**src/rtl/im_loader_pkg.sv**
```systemverilog
// rtl/im_loader_pkg.sv - shared types and constants for the instruction-memory program loader
package im_loader_pkg;

  typedef enum logic [3:0] {
    S_IDLE,
    S_LEN_HI,
    S_LEN_LO,
    S_DATA_HI,
    S_DATA_LO,
    S_WRITE,
    S_CHECK,
    S_RELEASE,
    S_DONE,
    S_ERROR
  } loader_state_e;

  localparam int BYTES_PER_WORD = 2;

  // Word count header arrives most-significant byte first.
  localparam bit HEADER_MSB_FIRST = 1'b1;

  function automatic logic is_byte_wait(input loader_state_e s);
    return (s == S_LEN_HI) || (s == S_LEN_LO) || (s == S_DATA_HI) ||
           (s == S_DATA_LO) || (s == S_CHECK);
  endfunction

endpackage

```
**src/rtl/loader_timeout.sv**
```systemverilog
// rtl/loader_timeout.sv - idle-cycle watchdog between accepted bytes
module loader_timeout #(
  parameter int TIMEOUT_CYCLES = 1024
) (
  input  logic i_clk,
  input  logic i_reset,
  input  logic i_clear,
  input  logic i_enable,
  output logic o_expired
);

  localparam int CW = (TIMEOUT_CYCLES > 1) ? $clog2(TIMEOUT_CYCLES) : 1;

  logic [CW-1:0] r_count;

  assign o_expired = i_enable && !i_clear && (r_count == CW'(TIMEOUT_CYCLES - 1));

  always_ff @(posedge i_clk or posedge i_reset) begin
    if (i_reset) begin
      r_count <= '0;
    end else if (i_clear || o_expired) begin
      r_count <= '0;
    end else if (i_enable) begin
      r_count <= r_count + 1'b1;
    end
  end

endmodule

```
**src/rtl/im_program_loader.sv**
```systemverilog
// rtl/im_program_loader.sv - byte-stream program loader driving the IM write port and CPU reset/start
module im_program_loader
  import im_loader_pkg::*;
#(
  parameter int ADDR_WIDTH       = 10,
  parameter int DATA_WIDTH       = 16,
  parameter int TIMEOUT_CYCLES   = 1024,
  parameter int CPU_RESET_CYCLES = 2
) (
  input  logic                  i_clk,
  input  logic                  i_reset,
  input  logic                  i_load_req,
  input  logic [7:0]            i_rx_data,
  input  logic                  i_rx_valid,
  output logic                  o_rx_ready,
  output logic                  o_im_en_write,
  output logic [ADDR_WIDTH-1:0] o_im_address,
  output logic [DATA_WIDTH-1:0] o_im_data_in,
  output logic                  o_cpu_reset,
  output logic                  o_cpu_start,
  output logic                  o_busy,
  output logic                  o_done,
  output logic                  o_error,
  output logic [ADDR_WIDTH:0]   o_words_loaded
);

  localparam int IM_DEPTH = 1 << ADDR_WIDTH;
  localparam int BYTE_W   = DATA_WIDTH / BYTES_PER_WORD;
  localparam int RW       = (CPU_RESET_CYCLES > 1) ? $clog2(CPU_RESET_CYCLES) : 1;

  loader_state_e       r_state;
  loader_state_e       w_next;
  logic [7:0]          r_len_first;
  logic [15:0]         r_len;
  logic [BYTE_W-1:0]   r_data_hi;
  logic [7:0]          r_checksum;
  logic [RW-1:0]       r_rel_cnt;

  logic                w_xfer;
  logic                w_start;
  logic                w_wait;
  logic                w_timeout;
  logic [15:0]         w_len_full;
  logic                w_len_bad;
  logic [ADDR_WIDTH:0] w_count_inc;
  logic                w_last_word;

  assign w_xfer      = i_rx_valid && o_rx_ready;
  assign w_wait      = is_byte_wait(r_state);
  assign w_start     = i_load_req &&
                       ((r_state == S_IDLE) || (r_state == S_DONE) || (r_state == S_ERROR));
  assign w_len_full  = HEADER_MSB_FIRST ? {r_len_first, i_rx_data} : {i_rx_data, r_len_first};
  assign w_len_bad   = (w_len_full == 16'd0) || (32'(w_len_full) > IM_DEPTH);
  assign w_count_inc = o_words_loaded + 1'b1;
  assign w_last_word = (32'(w_count_inc) == 32'(r_len));

  loader_timeout #(
    .TIMEOUT_CYCLES(TIMEOUT_CYCLES)
  ) u_timeout (
    .i_clk     (i_clk),
    .i_reset   (i_reset),
    .i_clear   (w_xfer || w_start),
    .i_enable  (w_wait),
    .o_expired (w_timeout)
  );

  always_comb begin
    w_next = r_state;
    case (r_state)
      S_IDLE, S_DONE, S_ERROR: if (i_load_req) w_next = S_LEN_HI;
      S_LEN_HI:  if (w_xfer) w_next = S_LEN_LO;
      S_LEN_LO:  if (w_xfer) w_next = w_len_bad ? S_ERROR : S_DATA_HI;
      S_DATA_HI: if (w_xfer) w_next = S_DATA_LO;
      S_DATA_LO: if (w_xfer) w_next = S_WRITE;
      S_WRITE:   w_next = w_last_word ? S_CHECK : S_DATA_HI;
      S_CHECK:   if (w_xfer) w_next = (i_rx_data == r_checksum) ? S_RELEASE : S_ERROR;
      S_RELEASE: if (r_rel_cnt == RW'(CPU_RESET_CYCLES - 1)) w_next = S_DONE;
      default:   w_next = S_IDLE;
    endcase
    if (w_timeout) w_next = S_ERROR;
  end

  // Outputs are registered from the next state so they line up with r_state.
  always_ff @(posedge i_clk or posedge i_reset) begin
    if (i_reset) begin
      r_state        <= S_IDLE;
      r_len_first    <= '0;
      r_len          <= '0;
      r_data_hi      <= '0;
      r_checksum     <= '0;
      r_rel_cnt      <= '0;
      o_rx_ready     <= 1'b0;
      o_im_en_write  <= 1'b0;
      o_im_address   <= '0;
      o_im_data_in   <= '0;
      o_cpu_reset    <= 1'b1;
      o_cpu_start    <= 1'b0;
      o_busy         <= 1'b0;
      o_done         <= 1'b0;
      o_error        <= 1'b0;
      o_words_loaded <= '0;
    end else begin
      r_state       <= w_next;
      o_rx_ready    <= is_byte_wait(w_next);
      o_im_en_write <= (w_next == S_WRITE);
      o_busy        <= (w_next != S_IDLE) && (w_next != S_DONE) && (w_next != S_ERROR);
      o_cpu_reset   <= (w_next != S_DONE);
      o_cpu_start   <= (w_next == S_RELEASE) || (w_next == S_DONE);
      o_done        <= (w_next == S_DONE);
      o_error       <= (w_next == S_ERROR);
      r_rel_cnt     <= (r_state == S_RELEASE) ? r_rel_cnt + 1'b1 : '0;

      if (w_start) begin
        o_words_loaded <= '0;
        r_checksum     <= '0;
      end else if (r_state == S_WRITE) begin
        o_words_loaded <= w_count_inc;
      end

      if (w_xfer) begin
        case (r_state)
          S_LEN_HI: r_len_first <= i_rx_data;
          S_LEN_LO: r_len       <= w_len_full;
          S_DATA_HI: begin
            r_data_hi  <= BYTE_W'(i_rx_data);
            r_checksum <= r_checksum ^ i_rx_data;
          end
          S_DATA_LO: begin
            r_checksum   <= r_checksum ^ i_rx_data;
            o_im_address <= o_words_loaded[ADDR_WIDTH-1:0];
            o_im_data_in <= DATA_WIDTH'({r_data_hi, i_rx_data});
          end
          default: ;
        endcase
      end
    end
  end

endmodule

```
**config.mk**
```make
export PLATFORM = sky130hd
export DESIGN_NAME = im_program_loader
export DESIGN_NICKNAME = d
export VERILOG_FILES = /design/src/rtl/im_loader_pkg.sv /design/src/rtl/loader_timeout.sv /design/src/rtl/im_program_loader.sv
export SDC_FILE = /design/constraint.sdc
export NUM_CORES = 1
export LEC_CHECK = 0
export BUFFER_PORTS_ARGS = -buffer_cell sky130_fd_sc_hd__buf_2
export CAP_MARGIN = 0
export CORE_MARGIN = 2
export CORE_UTILIZATION = 52
export CTS_CLUSTER_SIZE = 16
export DETAILED_ROUTE_END_ITERATION = 16
export MAX_ROUTING_LAYER = met4
export PLACE_DENSITY_LB_ADDON = 0.12
export SYNTH_ARGS = -nofsm -noshare
export SYNTH_HDL_FRONTEND = slang
export SYNTH_SLANG_ARGS = --single-unit
```
**constraint.sdc**
```tcl
create_clock -name i_clk -period 3.4 [get_ports i_clk]
set_clock_uncertainty 0.1 [all_clocks]
set_input_delay 0.85 -clock i_clk [delete_from_list [all_inputs] [get_ports i_clk]]
set_output_delay 0.85 -clock i_clk [all_outputs]
set_load 0.02 [all_outputs]
```
==> results of run 1 <==
worst max-delay path by stage:
| stage | slack, ns | to | startpoint | depth (start not counted) |
|---|---|---|---|---|
| 3_3_place_gp | 0.46 | o_cpu_start | i_rx_data[5] | 9 |
| 6_report | 0.48 | o_rx_ready | o_words_loaded[0] | 8 |
| 5_1_grt | 0.27 | o_rx_ready | o_words_loaded[0] | 8 |
| 4_1_cts | 0.50 | o_rx_ready | o_words_loaded[0] | 8 |
| 3_5_place_dp | 0.37 | o_cpu_start | i_rx_data[5] | 9 |
| 2_1_floorplan | 0.71 | o_cpu_start | i_rx_data[1] | 9 |
cell type report:
cell class	count	area (um^2)
Fill cell	759	3461
Sequential cell	99	2479
Multi-Input combinational cell	316	2091
Timing Repair Buffer	62	340.3
Tap cell	108	135.1
Clock buffer	9	123.9
Clock inverter	7	77.57
Inverter	14	56.30
stage by stage:
| stage | hold slack [ns] | instances |
|---|---|---|
| global placement | 0.3575 | 599 |
| CTS | 0.3827 | 615 |
| detailed placement | 0.3570 | 599 |
| finish | 0.3790 | 615 |
| floorplan | 0.3348 | 448 |
| global route | 0.4182 | 615 |
worst min-delay path: cells and delay by family (launching register included):
family	cells	cell delay, ns
flops	1	0.35
simple gates	2	0.10
routing by layer:
layer  track usage (%)  part of all wire, %  vias to the layer above
met2             32.74                   49                       86
met3             3.935                  4.6                       13
met4             7.060                  1.5                        0
li1                  -                    -                     1673
met1             28.95                   45                     1703
met5                 -                    0                        -
power by group:
group	switching (mW)	total, mW	internal [mW]
Sequential	0.312	1.86	1.55
Clock	0.463	0.756	0.293
Combinational	0.813	1.47	0.658
registers in the layout (all words and copies together), names as in the netlist:
name               cells
r_len                 16
r_rel_cnt              1
o_done                 1
o_busy                 1
o_cpu_reset            1
o_cpu_start            1
r_checksum             8
o_im_address          10
o_words_loaded        11
u_timeout.r_count     10
r_len_first            8
o_im_data_in          16
o_rx_ready             1
r_state                4
r_data_hi              8
o_error                1
o_im_en_write          1
layout by cell type (no fill, tap or decap), drive strengths merged, types with 5 or more instances in the layout:
cell,n
a21oi,6
a22o,5
a31oi,7
buf,62
clkbuf,9
dfrtp,98
inv,16
mux2,51
nand2,73
nand3,11
nand4,7
nor2,35
nor2b,8
nor4,8
o211ai,5
o21ai,37
xnor2,14
xor2,12
kinds of logic (layout without fill, tap and decap cells):
logic type               count (synthesis)  in the layout  share of synthesized area (%)
XOR/XNOR                                26             26                          4.837
buffers and inverters                   33             92                          2.950
AO/OA/AOI/OAI                           74             74                          10.34
flip-flops                              99             99                          52.64
AND/OR/NAND/NOR                        162            162                          16.29
multiplexers                            52             52                          12.41
adder cells (fa/ha/maj)                  2              2                         0.5314
==> flow_results.xml, run 1 <==
<?xml version="1.0" encoding="UTF-8"?>
<metrics>
  <group name="status">
    <metric name="run_status" unit="">completed</metric>
  </group>
  <group name="placed_design">
    <metric name="buffer_ports.inserted" unit="">55</metric>
    <metric name="globalplace.congestion" unit="">0.8312</metric>
    <metric name="dpl-instance-area" unit="um^2">5101</metric>
    <metric name="hpwlAfterDp" unit="um">6738</metric>
    <metric name="dp_worst_setup_slack" unit="ns">0.3745</metric>
  </group>
  <group name="synthesis">
    <metric name="async_reset_ff_share" unit="%">100.0</metric>
    <metric name="synth_top_cell_area_share" unit="%">52.09</metric>
    <metric name="synthesis.nets" unit="">462</metric>
    <metric name="synth_area" unit="um^2">4708</metric>
    <metric name="synth.lib_cells_used.distinct" unit="">52</metric>
    <metric name="synth_enable_flop_cells" unit="">0</metric>
    <metric name="synth_ff_type" unit="">dfrtp_1</metric>
    <metric name="synth_area_per_cell" unit="um^2">10.51</metric>
    <metric name="synth_seq_area_share" unit="%">52.64</metric>
    <metric name="ys_ff_latch" unit="">99</metric>
    <metric name="synth_common_cells" unit="">dfrtp_1, nand2_1, mux2_2</metric>
    <metric name="postSynthCellCount" unit="">448</metric>
    <metric name="ys.warnings.count" unit="">0</metric>
    <metric name="synthTopCellsByArea" unit="">dfrtp_1, mux2_2, nand2_1</metric>
    <metric name="most_used_standard_cell_by_instance_count_after_synthesis" unit="">dfrtp_1</metric>
    <metric name="post-synth-top-area-cell" unit="">dfrtp_1</metric>
  </group>
  <group name="setup_path">
    <metric name="critPathMaxStageDelay" unit="ns">0.59</metric>
    <metric name="crit_type" unit="">reg -&gt; reg</metric>
    <metric name="critPathLaunchType" unit="">flip-flop</metric>
    <metric name="worst_setup_path_end_kind" unit="">flip-flop</metric>
    <metric name="signal_arrival_time_at_the_worst_endpoint" unit="ns">3.11</metric>
    <metric name="worst_path_max_delay_cell" unit="">nor4_1</metric>
    <metric name="cp_data_required_time" unit="ns">3.59</metric>
    <metric name="cpLargestDelayFamily" unit="">simple AND/OR/NAND/NOR gates</metric>
    <metric name="path_buf_inv" unit="">0</metric>
    <metric name="worstReg2RegEnd" unit="">o_rx_ready</metric>
    <metric name="reg2reg_setup_slack" unit="ns">0.48</metric>
    <metric name="path_common_cell" unit="">nand2_1</metric>
    <metric name="ff2ff_path_depth" unit="">8</metric>
    <metric name="critical_path.cell_chain" unit="">ha_1 -&gt; nand2_1 -&gt; nor4_1 -&gt; o21ai_0 -&gt; nor4_4 -&gt; nand2_1 -&gt; a21oi_2 -&gt; mux2i_1</metric>
    <metric name="reg2reg_from" unit="">o_words_loaded[0]</metric>
    <metric name="critPathMaxFanout" unit="">8</metric>
  </group>
  <group name="worst_hold_path">
    <metric name="hold_path_class" unit="">reg -&gt; reg</metric>
    <metric name="hold_path_startpoint" unit="">o_im_data_in[8]</metric>
    <metric name="min_delay_worst_endpoint" unit="">o_im_data_in[8]</metric>
    <metric name="min_delay_path_depth" unit="">2</metric>
  </group>
  <group name="die">
    <metric name="design.core.area" unit="um^2">8763</metric>
    <metric name="ios" unit="">56</metric>
    <metric name="start_util" unit="%">53.73</metric>
    <metric name="die_height" unit="um">99.16</metric>
    <metric name="die_w" unit="um">99.16</metric>
    <metric name="std_cell_rows" unit="">34</metric>
    <metric name="die_outline_area" unit="um^2">9832</metric>
  </group>
  <group name="grt">
    <metric name="grt_antenna_before_repair" unit="">0</metric>
    <metric name="grt_use_total" unit="%">21.32</metric>
    <metric name="grt.overflow.total" unit="">0</metric>
    <metric name="first_global_vias" unit="">3234</metric>
    <metric name="grt_pass1_wl" unit="um">16040</metric>
    <metric name="grt_max_degree" unit="">100</metric>
  </group>
  <group name="power">
    <metric name="tot_pwr" unit="mW">4.086</metric>
    <metric name="power-per-cell-area" unit="nW/um^2">770.6</metric>
    <metric name="power_leakage" unit="nW">2.511</metric>
    <metric name="power.ir.vdd_worst" unit="V">0.0004528</metric>
  </group>
  <group name="clock_network">
    <metric name="clk_latency" unit="ns">0.38</metric>
    <metric name="path_clk_slew" unit="ns">0.11</metric>
    <metric name="htree_levels" unit="">3</metric>
    <metric name="cts_tree" unit="">yes</metric>
    <metric name="ctsHoldBuffers" unit="">0</metric>
    <metric name="cts_made_buffers" unit="">9</metric>
    <metric name="clockRootBuffer" unit="">clkbuf_8</metric>
    <metric name="cts-root-to-sink-buffers" unit="">2</metric>
    <metric name="clock_sink_count" unit="">99</metric>
    <metric name="cts_setup_buffers" unit="">0</metric>
    <metric name="post_cts_resize_count" unit="">0</metric>
  </group>
  <group name="final_layout">
    <metric name="finalInstanceArea" unit="um^2">5303</metric>
    <metric name="area_growth_syn_to_layout" unit="%">12.62</metric>
    <metric name="layout.nets" unit="">516</metric>
    <metric name="final_util" unit="%">60.51</metric>
    <metric name="share_of_layout_cells_above_drive_strength_1" unit="%">27.81</metric>
    <metric name="n_antenna_cell" unit="">0</metric>
  </group>
  <group name="sta">
    <metric name="unrepaired_setup_endpoints_after_global_routing" unit="">false</metric>
    <metric name="postLayoutSetupSlackWorst" unit="ns">0.4786</metric>
    <metric name="finalMaxSlewViolations" unit="">0</metric>
    <metric name="final_min_period_over_clock_period" unit="%">85.92</metric>
    <metric name="achievable-frequency" unit="MHz">342.3</metric>
    <metric name="min_period" unit="ns">2.921</metric>
    <metric name="final_hold_violations" unit="">0</metric>
    <metric name="report.final.setup_viol" unit="">0</metric>
    <metric name="max-slew-margin-rel" unit="%">57.55</metric>
    <metric name="setup_tns" unit="ns">0</metric>
    <metric name="worstMarginPinSlew" unit="ns">0.6309</metric>
  </group>
  <group name="drt">
    <metric name="wl_per_cell" unit="um">15.63</metric>
    <metric name="drc_errors" unit="">0</metric>
    <metric name="drtIter0Drc" unit="">191</metric>
    <metric name="routed_wl" unit="um">9611</metric>
    <metric name="ant_nets" unit="">0</metric>
    <metric name="num_vias" unit="">3475</metric>
    <metric name="drt_first_pass_iters" unit="">5</metric>
    <metric name="route.detailed.vias_per_inst" unit="">5.650</metric>
  </group>
  <group name="job">
    <metric name="cap_viol_max_count" unit="">0</metric>
  </group>
</metrics>
No activity file was read; power rests on OpenSTA's default activity.
==> run 2: changes to the inputs <==
CORE_UTILIZATION = 53   (was 52)
SYNTH_HIERARCHICAL = 1   (was unset)
==> run 2 against run 1 <==
Fmax shrank 3.2%. Setup slack lost 0.098 ns. Synthesized area grew 2.7%. Worst hold slack lost 0.016 ns. Clock power shrank 4.9%. Clock-buffer cell count is the same. Utilization grew 0.43 points. Largest cell class unchanged.
==> flow_results.xml, run 2 <==
<?xml version="1.0" encoding="UTF-8"?>
<metrics>
  <group name="placed_design">
    <metric name="buffer_ports.inserted" unit="">55</metric>
    <metric name="hpwlAfterDp" unit="um">6679</metric>
    <metric name="globalplace.congestion" unit="">0.8669</metric>
    <metric name="placed_cells_incl_taps" unit="">575</metric>
  </group>
  <group name="setup_path">
    <metric name="reg2reg_setup_slack" unit="ns">0.38</metric>
    <metric name="critical_path.cell_chain" unit="">or2_2 -&gt; nor2_1 -&gt; a211oi_1 -&gt; nand3_2 -&gt; or4_1 -&gt; nor2_1 -&gt; a21oi_1 -&gt; o31ai_1 -&gt; o21ai_2 -&gt; nor3_2 -&gt; nor3b_2</metric>
    <metric name="critPathMaxStageDelay" unit="ns">0.65</metric>
    <metric name="critPathCapture" unit="">o_rx_ready</metric>
    <metric name="path_common_cell" unit="">nor2_1</metric>
    <metric name="worstReg2RegEnd" unit="">o_rx_ready</metric>
    <metric name="critical_path.startpoint" unit="">r_state[2]</metric>
    <metric name="ff2ff_path_depth" unit="">11</metric>
    <metric name="crit_type" unit="">reg -&gt; reg</metric>
    <metric name="signal_arrival_time_at_the_worst_endpoint" unit="ns">3.17</metric>
    <metric name="critPathLaunchType" unit="">flip-flop</metric>
    <metric name="reg2reg_from" unit="">r_state[2]</metric>
    <metric name="worst_path_max_delay_cell" unit="">dfrtp_1</metric>
    <metric name="worst_setup_path_end_kind" unit="">flip-flop</metric>
    <metric name="critPathMaxFanout" unit="">13</metric>
    <metric name="cp_data_required_time" unit="ns">3.55</metric>
  </group>
  <group name="grt">
    <metric name="grt_pass1_wl" unit="um">16680</metric>
    <metric name="grtUsageMet1" unit="%">30.91</metric>
    <metric name="grt_use_total" unit="%">21.76</metric>
    <metric name="globalRouteMet3Util" unit="%">4.638</metric>
    <metric name="first_global_vias" unit="">3296</metric>
    <metric name="use_met2" unit="%">32.43</metric>
    <metric name="top_usage_layer" unit="">met2</metric>
    <metric name="grt_antenna_before_repair" unit="">0</metric>
    <metric name="grt_max_degree" unit="">90</metric>
    <metric name="grt.overflow.total" unit="">0</metric>
  </group>
  <group name="power">
    <metric name="power-per-cell-area" unit="nW/um^2">740.8</metric>
    <metric name="power_leakage" unit="nW">2.490</metric>
    <metric name="power.ir.vdd_worst" unit="V">0.0004021</metric>
  </group>
  <group name="clock_network">
    <metric name="ctsHoldBuffers" unit="">0</metric>
    <metric name="htree_levels" unit="">3</metric>
    <metric name="post_cts_resize_count" unit="">0</metric>
    <metric name="cts_made_buffers" unit="">9</metric>
    <metric name="cts_tree" unit="">yes</metric>
    <metric name="path_clk_slew" unit="ns">0.10</metric>
    <metric name="clockRootBuffer" unit="">clkbuf_8</metric>
    <metric name="clock_sink_count" unit="">99</metric>
    <metric name="cts_setup_buffers" unit="">0</metric>
    <metric name="clk_latency" unit="ns">0.37</metric>
    <metric name="cts-root-to-sink-buffers" unit="">2</metric>
  </group>
  <group name="final_layout">
    <metric name="n_antenna_cell" unit="">0</metric>
    <metric name="filler_cell_count" unit="">775</metric>
    <metric name="commonest_cells_after_routing_fill_and_taps_aside" unit="">dfrtp_1, buf_2, mux2_2</metric>
    <metric name="largestRegisters" unit="">o_im_data_in x16, r_len x16, o_words_loaded x11</metric>
    <metric name="share_of_layout_cells_above_drive_strength_1" unit="%">31.33</metric>
    <metric name="area_growth_syn_to_layout" unit="%">10.94</metric>
    <metric name="finalNonFillerCells" unit="">590</metric>
    <metric name="leading_cell_type_in_the_layout_fill_and_taps_excluded" unit="">dfrtp_1</metric>
    <metric name="layout.nets" unit="">492</metric>
  </group>
  <group name="synthesis">
    <metric name="synth.lib_cells_used.distinct" unit="">65</metric>
    <metric name="synth_enable_flop_cells" unit="">0</metric>
    <metric name="most_used_standard_cell_by_instance_count_after_synthesis" unit="">dfrtp_1</metric>
    <metric name="synth_area_per_cell" unit="um^2">11.09</metric>
    <metric name="synth_ff_type" unit="">dfrtp_1</metric>
    <metric name="postSynthCellCount" unit="">436</metric>
    <metric name="synth_seq_area_share" unit="%">51.24</metric>
    <metric name="synth_top_cell_area_share" unit="%">50.70</metric>
    <metric name="synth_common_cells" unit="">dfrtp_1, mux2_2, nand2_1</metric>
    <metric name="ys_ff_latch" unit="">99</metric>
    <metric name="async_reset_ff_share" unit="%">100.0</metric>
    <metric name="ys.warnings.count" unit="">6</metric>
    <metric name="post-synth-top-area-cell" unit="">dfrtp_1</metric>
    <metric name="synth_area" unit="um^2">4837</metric>
    <metric name="synthesis.nets" unit="">450</metric>
    <metric name="synthTopCellsByArea" unit="">dfrtp_1, mux2_2, xor2_1</metric>
  </group>
  <group name="die">
    <metric name="ios" unit="">56</metric>
    <metric name="start_util" unit="%">54.93</metric>
    <metric name="die_outline_area" unit="um^2">9907</metric>
    <metric name="die_height" unit="um">99.54</metric>
    <metric name="std_cell_rows" unit="">34</metric>
    <metric name="design.core.area" unit="um^2">8806</metric>
    <metric name="die_w" unit="um">99.54</metric>
  </group>
  <group name="sta">
    <metric name="max-slew-margin-rel" unit="%">57.47</metric>
    <metric name="final_min_period_over_clock_period" unit="%">88.79</metric>
    <metric name="final_hold_violations" unit="">0</metric>
    <metric name="report.final.setup_viol" unit="">0</metric>
    <metric name="unrepaired_setup_endpoints_after_global_routing" unit="">false</metric>
    <metric name="finalMaxSlewViolations" unit="">0</metric>
    <metric name="worstMarginPinSlew" unit="ns">0.6355</metric>
    <metric name="min_period" unit="ns">3.019</metric>
    <metric name="setup_tns" unit="ns">0</metric>
    <metric name="achievable-frequency" unit="MHz">331.2</metric>
  </group>
  <group name="drt">
    <metric name="ant_nets" unit="">0</metric>
    <metric name="routed_wl" unit="um">9839</metric>
    <metric name="wl_per_cell" unit="um">16.68</metric>
    <metric name="num_vias" unit="">3430</metric>
    <metric name="route.detailed.vias_per_inst" unit="">5.814</metric>
    <metric name="drt_first_pass_iters" unit="">4</metric>
    <metric name="drc_errors" unit="">0</metric>
    <metric name="drtIter0Drc" unit="">130</metric>
  </group>
  <group name="worst_hold_path">
    <metric name="hold_path_class" unit="">in -&gt; async</metric>
  </group>
  <group name="status">
    <metric name="run_status" unit="">completed</metric>
  </group>
  <group name="job">
    <metric name="cap_viol_max_count" unit="">0</metric>
  </group>
</metrics>
run 2: changes by cell type in the layout (fill, tap and decap cells not counted), moves of 5 or more:
cell and change:
a21oi_1 +6, a22o_1 -5, inv_1 -7, mux2_1 +9, nand2_1 -35, nor2_1 -10
nor2b_1 -6, o21ai_0 -22, o21ai_1 +20, xor2_1 +6
run 2: critical path, delay by kind of cell (launching register included):
kind	cells	cell delay, ns
AND/OR/NAND/NOR	7	1.46
AO/OA/AOI/OAI	4	0.70
flip-flops	1	0.65
run 2: layout make-up:
type	count	area (um^2)	area share (%)
Tap cell	108	135.1	2.518
Inverter	7	27.53	0.5129
Sequential cell	99	2479	46.19
Clock inverter	6	56.30	1.049
Clock buffer	9	123.9	2.308
Timing Repair Buffer	61	332.8	6.202
Multi-Input combinational cell	300	2212	41.22
run 2: per-layer routing:
metal	wire [um]	part of all wire (%)
met2	4601	47
met5	0	0
met3	386	3.9
met4	99	1.0
met1	4753	48
run 2: cells by family after synthesis:
| kind of cell | count (synthesis) | synth area share (%) |
|---|---|---|
| and+or+nand+nor | 134 | 15.75 |
| AOI/OAI and AO/OA | 75 | 10.14 |
| muxes | 59 | 13.71 |
| DFF | 99 | 51.24 |
| xor gates and xnor gates | 30 | 5.432 |
| adders and majority gates | 2 | 0.5172 |
| buffers and inverters | 37 | 3.207 |
run 2: worst min path at each step:
stage,slack (ns),endpoint,start
after floorplan,0.35,r_rel_cnt,r_rel_cnt
after global placement,0.37,o_im_address[0],o_im_address[0]
after detailed placement,0.37,o_im_data_in[14],o_im_data_in[14]
after CTS,0.36,u_timeout/r_count[3],i_reset
after global routing,0.38,u_timeout/r_count[3],i_reset
final,0.36,u_timeout/r_count[3],i_reset
run 2: metrics by stage:
| stage | util, % | total power [mW] | area [um^2] | worst slack (ns) | hold WS [ns] |
|---|---|---|---|---|---|
| after floorplan | - | 2.917 | 4837 | 0.1448 | 0.3473 |
| after global placement | 58.89 | 3.232 | 5186 | 0.5830 | 0.3678 |
| after detailed placement | 58.89 | 3.283 | 5186 | 0.5154 | 0.3731 |
| after CTS | 60.94 | 4.008 | 5366 | 0.4338 | 0.3590 |
| after global routing | 60.94 | 4.256 | 5366 | 0.09090 | 0.3831 |
| final | 60.94 | 3.976 | 5366 | 0.3810 | 0.3629 |
run 2: power by group:
part | switching [mW] | internal, mW | total (mW)
registers | 0.295 | 1.53 | 1.83
logic | 0.777 | 0.654 | 1.43
clock network | 0.441 | 0.278 | 0.719
